$ cat src/rtl/lmsm_sequencer_pkg.sv
// lmsm_sequencer_pkg: shared pipeline constants and state encoding for the LM/SM sequencer
package lmsm_sequencer_pkg;
  localparam logic [3:0] OPC_LM = 4'b1100;
  localparam logic [3:0] OPC_SM = 4'b1101;
  localparam int NSLOT = 7;
  typedef enum logic {IDLE = 1'b0, SEQ = 1'b1} state_t;
endpackage

$ cat src/rtl/lmsm_sequencer_if.sv
// lmsm_sequencer_if: decode-to-register-read stage signals of the LM/SM sequencer
interface lmsm_sequencer_if;
  logic [15:0] instr_id;
  logic valid_id;
  logic stall_in;
  logic flush;
  logic [15:0] instr_rr;
  logic valid_rr;
  logic [2:0] k_rr;
  logic [2:0] off_rr;
  logic hold_if;
  modport master (
    output instr_id, valid_id, stall_in, flush,
    input instr_rr, valid_rr, k_rr, off_rr, hold_if
  );
  modport slave (
    input instr_id, valid_id, stall_in, flush,
    output instr_rr, valid_rr, k_rr, off_rr, hold_if
  );
endinterface

$ cat src/rtl/lmsm_sequencer.sv
// lmsm_sequencer: expands LM/SM into NSLOT micro-ops, passing other instructions through
module lmsm_sequencer
  import lmsm_sequencer_pkg::*;
#(
  parameter logic [3:0] OPC_LM = lmsm_sequencer_pkg::OPC_LM,
  parameter logic [3:0] OPC_SM = lmsm_sequencer_pkg::OPC_SM,
  parameter int NSLOT = lmsm_sequencer_pkg::NSLOT
) (
  input logic clk,
  input logic rst,
  lmsm_sequencer_if.slave bus
);
  state_t state, state_n;
  logic [2:0] cnt, cnt_n, ones, ones_n, k_n, off_n, idx;
  logic [15:0] instr_n;
  logic valid_n, is_ms, last;
  assign is_ms = bus.valid_id && (bus.instr_id[15:12] == OPC_LM || bus.instr_id[15:12] == OPC_SM);
  assign last = cnt == 3'(NSLOT - 1);
  assign idx = 3'(NSLOT - 1) - cnt;
  // instr_rr doubles as the latched LM/SM word for the whole sequence
  always_comb begin
    state_n = state;
    cnt_n = cnt;
    ones_n = ones;
    instr_n = bus.instr_rr;
    valid_n = bus.valid_rr;
    k_n = bus.k_rr;
    off_n = bus.off_rr;
    bus.hold_if = !rst && !bus.flush && (state == SEQ ? !last : is_ms);
    if (bus.flush) begin
      state_n = IDLE;
      valid_n = 1'b0;
      cnt_n = 3'd0;
      ones_n = 3'd0;
    end else if (!bus.stall_in && state == SEQ) begin
      valid_n = 1'b1;
      k_n = cnt;
      off_n = ones;
      cnt_n = last ? 3'd0 : cnt + 3'd1;
      ones_n = last ? 3'd0 : ones + {2'b0, bus.instr_rr[idx]};
      state_n = last ? IDLE : SEQ;
    end else if (!bus.stall_in) begin
      instr_n = bus.instr_id;
      valid_n = bus.valid_id;
      k_n = 3'd0;
      off_n = 3'd0;
      state_n = is_ms ? SEQ : IDLE;
      cnt_n = is_ms ? 3'd1 : 3'd0;
      ones_n = is_ms ? {2'b0, bus.instr_id[NSLOT-1]} : 3'd0;
    end
  end
  always_ff @(posedge clk) begin
    if (rst) begin
      state <= IDLE;
      cnt <= 3'd0;
      ones <= 3'd0;
      bus.instr_rr <= 16'h0000;
      bus.valid_rr <= 1'b0;
      bus.k_rr <= 3'd0;
      bus.off_rr <= 3'd0;
    end else begin
      state <= state_n;
      cnt <= cnt_n;
      ones <= ones_n;
      bus.instr_rr <= instr_n;
      bus.valid_rr <= valid_n;
      bus.k_rr <= k_n;
      bus.off_rr <= off_n;
    end
  end
endmodule

$ cat src/flat_wrapper.sv
// flat-port wrapper written by rule: the top's interface ports become plain ports
module lmsm_sequencer_flat import lmsm_sequencer_pkg::*;
#(
  parameter logic [3:0] OPC_LM = lmsm_sequencer_pkg::OPC_LM,
  parameter logic [3:0] OPC_SM = lmsm_sequencer_pkg::OPC_SM,
  parameter int NSLOT = lmsm_sequencer_pkg::NSLOT
)
  (clk, rst, bus_instr_id, bus_valid_id, bus_stall_in, bus_flush, bus_instr_rr, bus_valid_rr, bus_k_rr, bus_off_rr, bus_hold_if);
  lmsm_sequencer_if bus_i ();
  input logic clk;
  input logic rst;
  input wire logic [$bits(bus_i.instr_id)-1:0] bus_instr_id;
  input wire logic [$bits(bus_i.valid_id)-1:0] bus_valid_id;
  input wire logic [$bits(bus_i.stall_in)-1:0] bus_stall_in;
  input wire logic [$bits(bus_i.flush)-1:0] bus_flush;
  output wire logic [$bits(bus_i.instr_rr)-1:0] bus_instr_rr;
  output wire logic [$bits(bus_i.valid_rr)-1:0] bus_valid_rr;
  output wire logic [$bits(bus_i.k_rr)-1:0] bus_k_rr;
  output wire logic [$bits(bus_i.off_rr)-1:0] bus_off_rr;
  output wire logic [$bits(bus_i.hold_if)-1:0] bus_hold_if;
  assign bus_i.instr_id = bus_instr_id;
  assign bus_i.valid_id = bus_valid_id;
  assign bus_i.stall_in = bus_stall_in;
  assign bus_i.flush = bus_flush;
  assign bus_instr_rr = bus_i.instr_rr;
  assign bus_valid_rr = bus_i.valid_rr;
  assign bus_k_rr = bus_i.k_rr;
  assign bus_off_rr = bus_i.off_rr;
  assign bus_hold_if = bus_i.hold_if;
  lmsm_sequencer #(.OPC_LM(OPC_LM), .OPC_SM(OPC_SM), .NSLOT(NSLOT)) u_core (.clk(clk), .rst(rst), .bus(bus_i));
endmodule
$ cat config.mk
export PLATFORM = sky130hd
export DESIGN_NAME = lmsm_sequencer_flat
export DESIGN_NICKNAME = d
export VERILOG_FILES = /design/src/rtl/lmsm_sequencer_pkg.sv /design/src/rtl/lmsm_sequencer_if.sv /design/src/rtl/lmsm_sequencer.sv /design/src/flat_wrapper.sv
export SDC_FILE = /design/constraint.sdc
export NUM_CORES = 1
export LEC_CHECK = 0
export ABC_AREA = 1
export CAP_MARGIN = 5
export CORE_MARGIN = 2
export CORE_UTILIZATION = 41
export CTS_CLUSTER_DIAMETER = 120
export CTS_CLUSTER_SIZE = 40
export DETAILED_ROUTE_END_ITERATION = 16
export PLACE_DENSITY = 0.86
export SYNTH_ARGS = -nofsm -noshare
export SYNTH_HDL_FRONTEND = slang
export SYNTH_SLANG_ARGS = --single-unit
$ cat constraint.sdc
create_clock -name clk -period 1.9 [get_ports clk]
set_input_delay 0.38 -clock clk [delete_from_list [all_inputs] [get_ports clk]]
set_output_delay 0.38 -clock clk [all_outputs]
set_load 0.02 [all_outputs]
## Word level (Yosys, flattened, before mapping)

Cells that the tools add are included.

- Bits of input ports: 21
- Register bits: 30

- Reductions and logical operators: 12
- Equality and inequality tests: 4
- Bitwise operators: 3
- $add $sub $neg: 3
- Muxes and demuxes: 20
- $lt $le $gt $ge: 1

Operators with widths:

| operator | count |
|---|---|
| 3-bit two-way mux | 9 |
| 1-bit two-way mux | 10 |
| 4-bit == test (second input constant) | 2 |
| 3-bit by 5-bit less-than comparator with 1-bit output (second input constant) | 1 |
| 1-bit logical AND | 4 |
| 1-bit logical NOT | 4 |
| 3-bit by 1-bit adder with 3-bit output | 1 |
| 3-bit by 1-bit adder with 3-bit output (second input constant) | 1 |
| 1-bit binary-select mux with 3-bit select | 1 |
| 3-bit == test (second input constant) | 1 |
| 1-bit NOT | 3 |
| 3-bit AND reduction | 1 |
| 3-bit subtractor (first input constant) | 1 |
| 2-bit by 1-bit != test with 1-bit output (second input constant) | 1 |
| 2-bit AND reduction | 1 |
| 2-bit OR reduction | 1 |
| 1-bit logical OR | 1 |

## Depth between registers and ports, before layout

Gate-level depths: netlist of the first run.

- Word-level depth: 6
- Mapped depth: 12
- Gate-level depth less buffers: 12

## Least setup slack after synthesis of the first run

OpenSTA, ideal clock, no wires.

- Path type: register to register
- From: register u_core.cnt[0]
- To: register u_core.ones[2]
- Path slack: 0.020 ns
- Library setup time: 0.070 ns
- Period minus slack after synthesis: 1.880 ns
- Arrival: 1.810 ns
- Cell stages (with the launch flop): 13
- Required time: 1.830 ns
- Cell sequence: dfxtp_1 inv_1 ha_1 inv_1 o21ai_0 o21ai_0 nand2_1 nand2_1 ha_1 ha_1 xor2_1 nand2_1 a21oi_1

- Word-level cells in the longest chain between the ends: 6
- Elaborated cells between the ends (all ways): 7
- Those cells by class: add/sub (2); eq/ne (1); mux (4)

RTL lines:

| item | line | text |
|---|---|---|
| start, declared | lmsm_sequencer.sv:14 | `logic [2:0] cnt, cnt_n, ones, ones_n, k_n, off_n, idx;` |
| start signal, assigned | lmsm_sequencer.sv:63 | `cnt <= cnt_n;` |
| 3-bit subtractor | lmsm_sequencer.sv:19 | `assign idx = 3'(NSLOT - 1) - cnt;` |
| 1-bit binary-select mux with 3-bit select | lmsm_sequencer.sv:40 | `ones_n = last ? 3'd0 : ones + {2'b0, bus.instr_rr[idx]};` |
| 1-bit two-way mux (implied by the code) | lmsm_sequencer.sv:40 |  |
| 3-bit by 1-bit adder with 3-bit output | lmsm_sequencer.sv:40 |  |
| 3-bit two-way mux * | lmsm_sequencer.sv:40 |  |
| 3-bit two-way mux * | lmsm_sequencer.sv:35 | `end else if (!bus.stall_in && state == SEQ) begin` |
| end signal, assigned | lmsm_sequencer.sv:64 | `ones <= ones_n;` |
| end, declared | lmsm_sequencer.sv:14 |  |

Mark *: on every way between the ends. The rest lies on a longest branch, timed or not. The select of a mux whose other input is x is not followed.
A chain may end at the register's enable or synchronous reset.

## Worst setup path in the final report of the first run

- From: register u_core.cnt[1]
- To: register u_core.ones[2]

The elaborated chain is that of the path after synthesis.

==> run_results.csv, run 1 <==
group,metric,value,unit
sta,fmax,0.555,GHz
clocking,cts_made_buffers,5,
route,postRouteAntennaNets,0,
yosys,synth-main-ff-cell,"dfxtp_1",
yosys,synthAdderAreaFrac,0.0437,
placement,io_buffers,44,
placement,place_congestion,0.820,
finish,drive_gt1_frac,0.234,
worst_hold_path,min_path_type,"register to register",
run,drv_cap,0,
yosys,synthDistinctLibCells,26,
critical_path,ff2ff_setup_slack,0.1,ns
route,route.detailed.drc,0,
pwr,p_seq_frac,0.521,
pwr,ir_drop,0.000412,V
critical_path,worstPathArrival,2.06,ns
route,dr.first_iter.drc_count,45,
route,totalWireLength,3.22,mm
yosys,synth-seq-area-share,0.420,
yosys,syn-instance-count,180,
outcome,status,"completed",
grt,grt_pass1_vias,1251,
sta,clock-skew-final,0.00873,ns
placement,detailed_place.area,1970,µm²
clocking,cts_tree,"built",
yosys,synth-async-reset-ratio,0,
yosys,yosys.area_share.simple,0.294,
pwr,p_int,0.932,mW
yosys,netlist_top_cells_area,"dfxtp_1, nand2_1, a21oi_1, a21oi_2, nand2_2",
yosys,synth.most_common_cell,"nand2_1",
grt,use_met3,0.0625,
pwr,power_frac_comb,0.171,
critical_path,worstSetupEndpoint,"u_core.ones[2]",
floorplan,core_area,3340,µm²
sta,tns,0,ns
floorplan,start_util,0.429,
route,dr.pass1.iters,4,
sta,period_needed,1.80,ns
clocking,cts_sinks,30,
placement,dp_cells,276,
critical_path,critPathLaunch,"u_core.cnt[1]",
pwr,switching_share,0.265,
yosys,synth-compound-area-share,0.158,
route,num_vias,1328,
finish,final_area,2080,µm²
floorplan,dieArea,3980,µm²
critical_path,path_class,"register to register",
pwr,p_switching,0.336,mW
clocking,clkTransAtPathRegs,0.10,ns
yosys,yosysTopAreaCellShare,0.420,
sta,slew_viol_final,0,
sta,setup_violations,0,
route,wire_per_inst,11.3,µm
sta,max_slew_margin,0.803,
finish,layoutNonFillerInstCount,285,
clocking,holdBufCountCts,0,
grt,grt_max_degree,23,
grt,met2_usage,0.301,
yosys,yosysWarningCount,0,
grt,track_usage,0.175,
yosys,synth-edff-count,0,
grt,busiest_layer,"met2",
clocking,clockRootBuffer,"clkbuf_4",
floorplan,ios,45,
floorplan,die_h,63.1,µm
pwr,power,1.27,mW
yosys,yosysTopAreaCell,"dfxtp_1",
yosys,yosys-top-cells-count,"nand2_1, dfxtp_1, a21oi_1",
critical_path,crit_fanout,3,
finish,area_growth,45.1,%
finish,fillers,314,
critical_path,ff2ff_path_depth,12,
pwr,clkPwrFrac,0.308,
finish,final_nets,264,
finish,final_util,0.622,
placement,hpwl,2.38,mm
critical_path,rr_endpoint,"u_core.ones[2]",
yosys,synth_top_family_by_area,"simple AND/OR/NAND/NOR gates",
critical_path,cp-end-kind,"register",
sta,holdWs,0.468,ns
grt,antenna_found_initial,0,
sta,setup_ws,0.0977,ns
finish,n_antenna_cell,0,
grt,gr-usage-met1,0.205,
clocking,h-tree-depth,2,
clocking,clockBufferDepth,2,
pwr,powerDensity,610,nW/µm²
floorplan,die_x,63.1,µm
critical_path,startpoint_type,"register",
critical_path,rr_startpoint,"u_core.cnt[1]",
yosys,syn-cell-area,1430,µm²
clocking,insertion_delay,0.33,ns
sta,worstMarginPinSlew,0.295,ns
yosys,synth_area_per_cell,7.95,µm²
route,vias_per_cell,4.66,
critical_path,worstPathRequired,2.16,ns
placement,dp_slack,-0.376,ns
sta,hold_viol_final,0,
pwr,p_leak,0.805,nW
sta,fin_crit_sh,0.949,
grt,gr-total-overflow,0,
grt,grt_pass1_wl,5.51,mm
yosys,synth_mux_area_frac,0,
yosys,syn_nets,206,
yosys,synth-xor-area-share,0.0122,
yosys,ys_ff_latch,30,
floorplan,rows,21,
worst min-delay path by stage:
stage,start,endpoint,slack [ns],depth (start not counted)
after floorplan,rst,u_core.bus.instr_rr[0],0.45,1
after global placement,u_core.bus.valid_rr,u_core.bus.valid_rr,0.45,2
after detailed placement,u_core.bus.off_rr[0],u_core.bus.off_rr[0],0.46,2
after CTS,u_core.bus.off_rr[0],u_core.bus.off_rr[0],0.47,2
after global routing,u_core.bus.k_rr[2],u_core.bus.k_rr[2],0.49,2
final,u_core.bus.k_rr[2],u_core.bus.k_rr[2],0.47,2
registers in the layout (all words and copies together), names as in the netlist:
signal               count
u_core.state             1
u_core.bus.off_rr        3
u_core.cnt               3
u_core.bus.instr_rr     16
u_core.bus.k_rr          3
u_core.bus.valid_rr      1
u_core.ones              3
power groups by stage:
| stage | Sequential (mW) | Clock, mW | Combinational, mW |
|---|---|---|---|
| floorplan | 0.694 | 0 | 0.0918 |
| finish | 0.661 | 0.391 | 0.216 |
| CTS | 0.660 | 0.404 | 0.215 |
| detailed placement | 0.675 | 0 | 0.215 |
| global placement | 0.674 | 0 | 0.212 |
| global route | 0.664 | 0.443 | 0.235 |
worst max-delay path, stage by stage (launching register included):
cell,delay (ns)
dfxtp_2,0.33
buf_4,0.13
ha_4,0.21
inv_1,0.06
o21ai_0,0.07
o21ai_0,0.14
nand2_1,0.06
nand2_1,0.08
ha_2,0.17
ha_1,0.15
xor2_1,0.15
nand2_1,0.07
a21oi_1,0.11
metal layers:
metal	share of wire	wire (µm)	up-vias
met5	0	0	-
met4	0.0074	24	0
met3	0.073	236	4
met2	0.50	1610	41
met1	0.42	1350	592
li1	-	-	691
what timing repair did:
action / in CTS / in global routing
setup endpoints to repair: 1 / 4
buffers inserted: 0 / 1
pin swaps: 0 / 0
resized for setup: 4 / 10
cell families (layout without fill, tap and decap cells):
| family | count (synthesis) | count (layout) |
|---|---|---|
| buffers and inverters | 18 | 77 |
| DFF | 30 | 30 |
| AOI/OAI and AO/OA | 37 | 37 |
| adders and majority gates | 5 | 5 |
| and+or+nand+nor | 88 | 88 |
| xor gates and xnor gates | 2 | 2 |
layout by cell type (no fill, tap or decap):
cell type / instances
inv_6: 1
inv_1: 9
nor2_8: 1
buf_6: 1
nand2_2: 11
xor2_2: 1
a21oi_2: 10
nand3_1: 10
or2_1: 1
nand2_8: 1
nand2_1: 60
clkbuf_1: 1
ha_4: 2
dfxtp_1: 28
o21ai_1: 1
inv_4: 1
nor2_4: 2
a31oi_1: 1
o21ai_0: 3
clkdlybuf4s50_1: 43
nor2_2: 1
o21bai_1: 1
clkbuf_8: 1
nor2_1: 1
xor2_1: 1
ha_2: 1
clkinv_2: 1
ha_1: 2
inv_2: 1
clkbuf_4: 5
a21oi_1: 21
buf_4: 13
dfxtp_2: 2
area by class of cell:
| class | count | area [µm²] | area share |
|---|---|---|---|
| timing repair buffer | 57 | 539 | 0.260 |
| clock buffer | 7 | 55.1 | 0.0265 |
| tap | 46 | 57.6 | 0.0277 |
| multi-input combinational | 132 | 764 | 0.368 |
| clock inverter | 1 | 5.00 | 0.00241 |
| sequential | 30 | 603 | 0.290 |
| inverter | 12 | 52.6 | 0.0253 |
No activity file was read; power rests on OpenSTA's default activity.
==> run 2: changes to the inputs <==
Settings changed: CORE_MARGIN 2 to 1.5.
==> run_results.csv, run 2 (same netlist as run 1, synthesis figures left out) <==
group,metric,value,unit
outcome,status,"completed",
critical_path,startpoint_type,"register",
clocking,cts_tree,"built",
placement,place_congestion,0.814,
finish,final_util,0.620,
sta,fmax,0.541,GHz
clocking,clkTransAtPathRegs,0.09,ns
critical_path,critPathLaunch,"u_core.cnt[0]",
worst_hold_path,min_path_type,"primary input to register",
clocking,cts_sinks,30,
clocking,insertion_delay,0.34,ns
grt,antenna_found_initial,0,
sta,slew_viol_final,0,
critical_path,cp-end-kind,"register",
floorplan,core_area,3340,µm²
sta,setup_violations,0,
route,postRouteAntennaNets,0,
clocking,clockRootBuffer,"clkbuf_4",
sta,holdWs,0.360,ns
finish,top_register,"u_core.bus.instr_rr",
critical_path,path_class,"register to register",
sta,max_slew_margin,0.808,
pwr,powerDensity,602,nW/µm²
sta,worstMarginPinSlew,0.288,ns
grt,grt_max_degree,23,
floorplan,start_util,0.429,
pwr,p_leak,0.802,nW
sta,period_needed,1.85,ns
finish,layout_common_cells,"nand2_1, clkdlybuf4s50_1, dfxtp_1",
finish,final_area,2070,µm²
route,num_vias,1297,
floorplan,dieArea,3850,µm²
placement,hpwl,2.30,mm
critical_path,worstPathArrival,2.11,ns
floorplan,die_h,62.1,µm
run,drv_cap,0,
sta,hold_viol_final,0,
placement,detailed_place.area,1960,µm²
finish,final_common_cell,"nand2_1",
floorplan,ios,45,
sta,fin_crit_sh,0.973,
placement,io_buffers,44,
critical_path,rr_startpoint,"u_core.cnt[0]",
clocking,holdBufCountCts,0,
grt,grt_pass1_wl,5.09,mm
route,dr.first_iter.drc_count,36,
critical_path,ff2ff_path_depth,11,
route,dr.pass1.iters,4,
route,vias_per_cell,4.62,
finish,n_antenna_cell,0,
worst_hold_path,min-delay-start,"bus_instr_id[15]",
finish,area_growth,44.6,%
clocking,cts_made_buffers,5,
worst_hold_path,worstHoldPathCells,3,
finish,drive_gt1_frac,0.234,
route,wire_per_inst,11.2,µm
floorplan,rows,21,
floorplan,die_x,62.1,µm
critical_path,worstPathRequired,2.16,ns
grt,gr-total-overflow,0,
grt,grt_pass1_vias,1215,
finish,largest_reg_flops,16,
critical_path,crit_fanout,7,
clocking,clockBufferDepth,2,
pwr,power,1.25,mW
route,route.detailed.drc,0,
clocking,h-tree-depth,2,
route,totalWireLength,3.15,mm
sta,clock-skew-final,0.00506,ns
finish,final_nets,262,
grt,track_usage,0.185,
pwr,ir_drop,0.000345,V
==> run 2: changes by cell type in the layout (fill, tap and decap cells not counted), sizes merged <==
| cell | change |
|---|---|
| clkbuf | -1 |
| buf | -2 |
| clkinv | -1 |
| clkdlybuf4s50 | -1 |
| dlymetal6s2s | +1 |
==> run 2: repair_timing <==
| action | in CTS | in global routing |
|---|---|---|
| setup endpoints to repair | 1 | 3 |
| resized for setup | 5 | 15 |
| hold endpoints to repair | 0 | 0 |
| setup buffers | 0 | 0 |
| pin swaps | 0 | 2 |
==> run 2: worst max-delay path: stages (launching register included) <==
cell and delay (ns):
dfxtp_2 0.34, buf_6 0.13, ha_4 0.15, xor2_2 0.20, inv_1 0.06, nand2_1 0.06, nand2_1 0.06, ha_1 0.20
ha_1 0.20, xor2_1 0.13, nand2_1 0.07, a21oi_1 0.15
==> run 2: per-stage QoR <==
step / TNS, ns / setup WS, ns / cells
2_1_floorplan: 0 / 0.0199 / 180
3_3_place_gp: -0.413 / -0.413 / 275
3_5_place_dp: -0.450 / -0.450 / 275
4_1_cts: 0 / 0.00229 / 281
5_1_grt: -0.0445 / -0.0445 / 281
6_report: 0 / 0.0522 / 281
==> run 2: worst paths after layout <==
path | end | slack [ns]
max | u_core.ones[2] | 0.05
min | u_core.bus.instr_rr[15] | 0.36
max reg2reg | u_core.ones[2] | 0.05
min reg2reg | u_core.bus.k_rr[0] | 0.47
==> run 2: layer usage <==
metal / up-vias / GRT usage / share of wire
met5: - / 0 / 0
met4: 0 / 0.0638 / 0.018
met3: 7 / 0.0849 / 0.061
met2: 30 / 0.310 / 0.50
met1: 571 / 0.206 / 0.42
li1: 689 / - / -
==> run 2: cell type report <==
class / instances / area (µm²)
fill: 301 / 1270
multi-input combinational: 132 / 776
sequential: 30 / 602
timing repair buffer: 55 / 531
tap: 46 / 57.6
inverter: 12 / 52.6
clock buffer: 6 / 51.3
==> run 2: power breakdown <==
part,internal [mW],switching [mW]
combinational,0.105,0.113
sequential,0.647,0.0127
clock,0.166,0.202
total,0.919,0.327
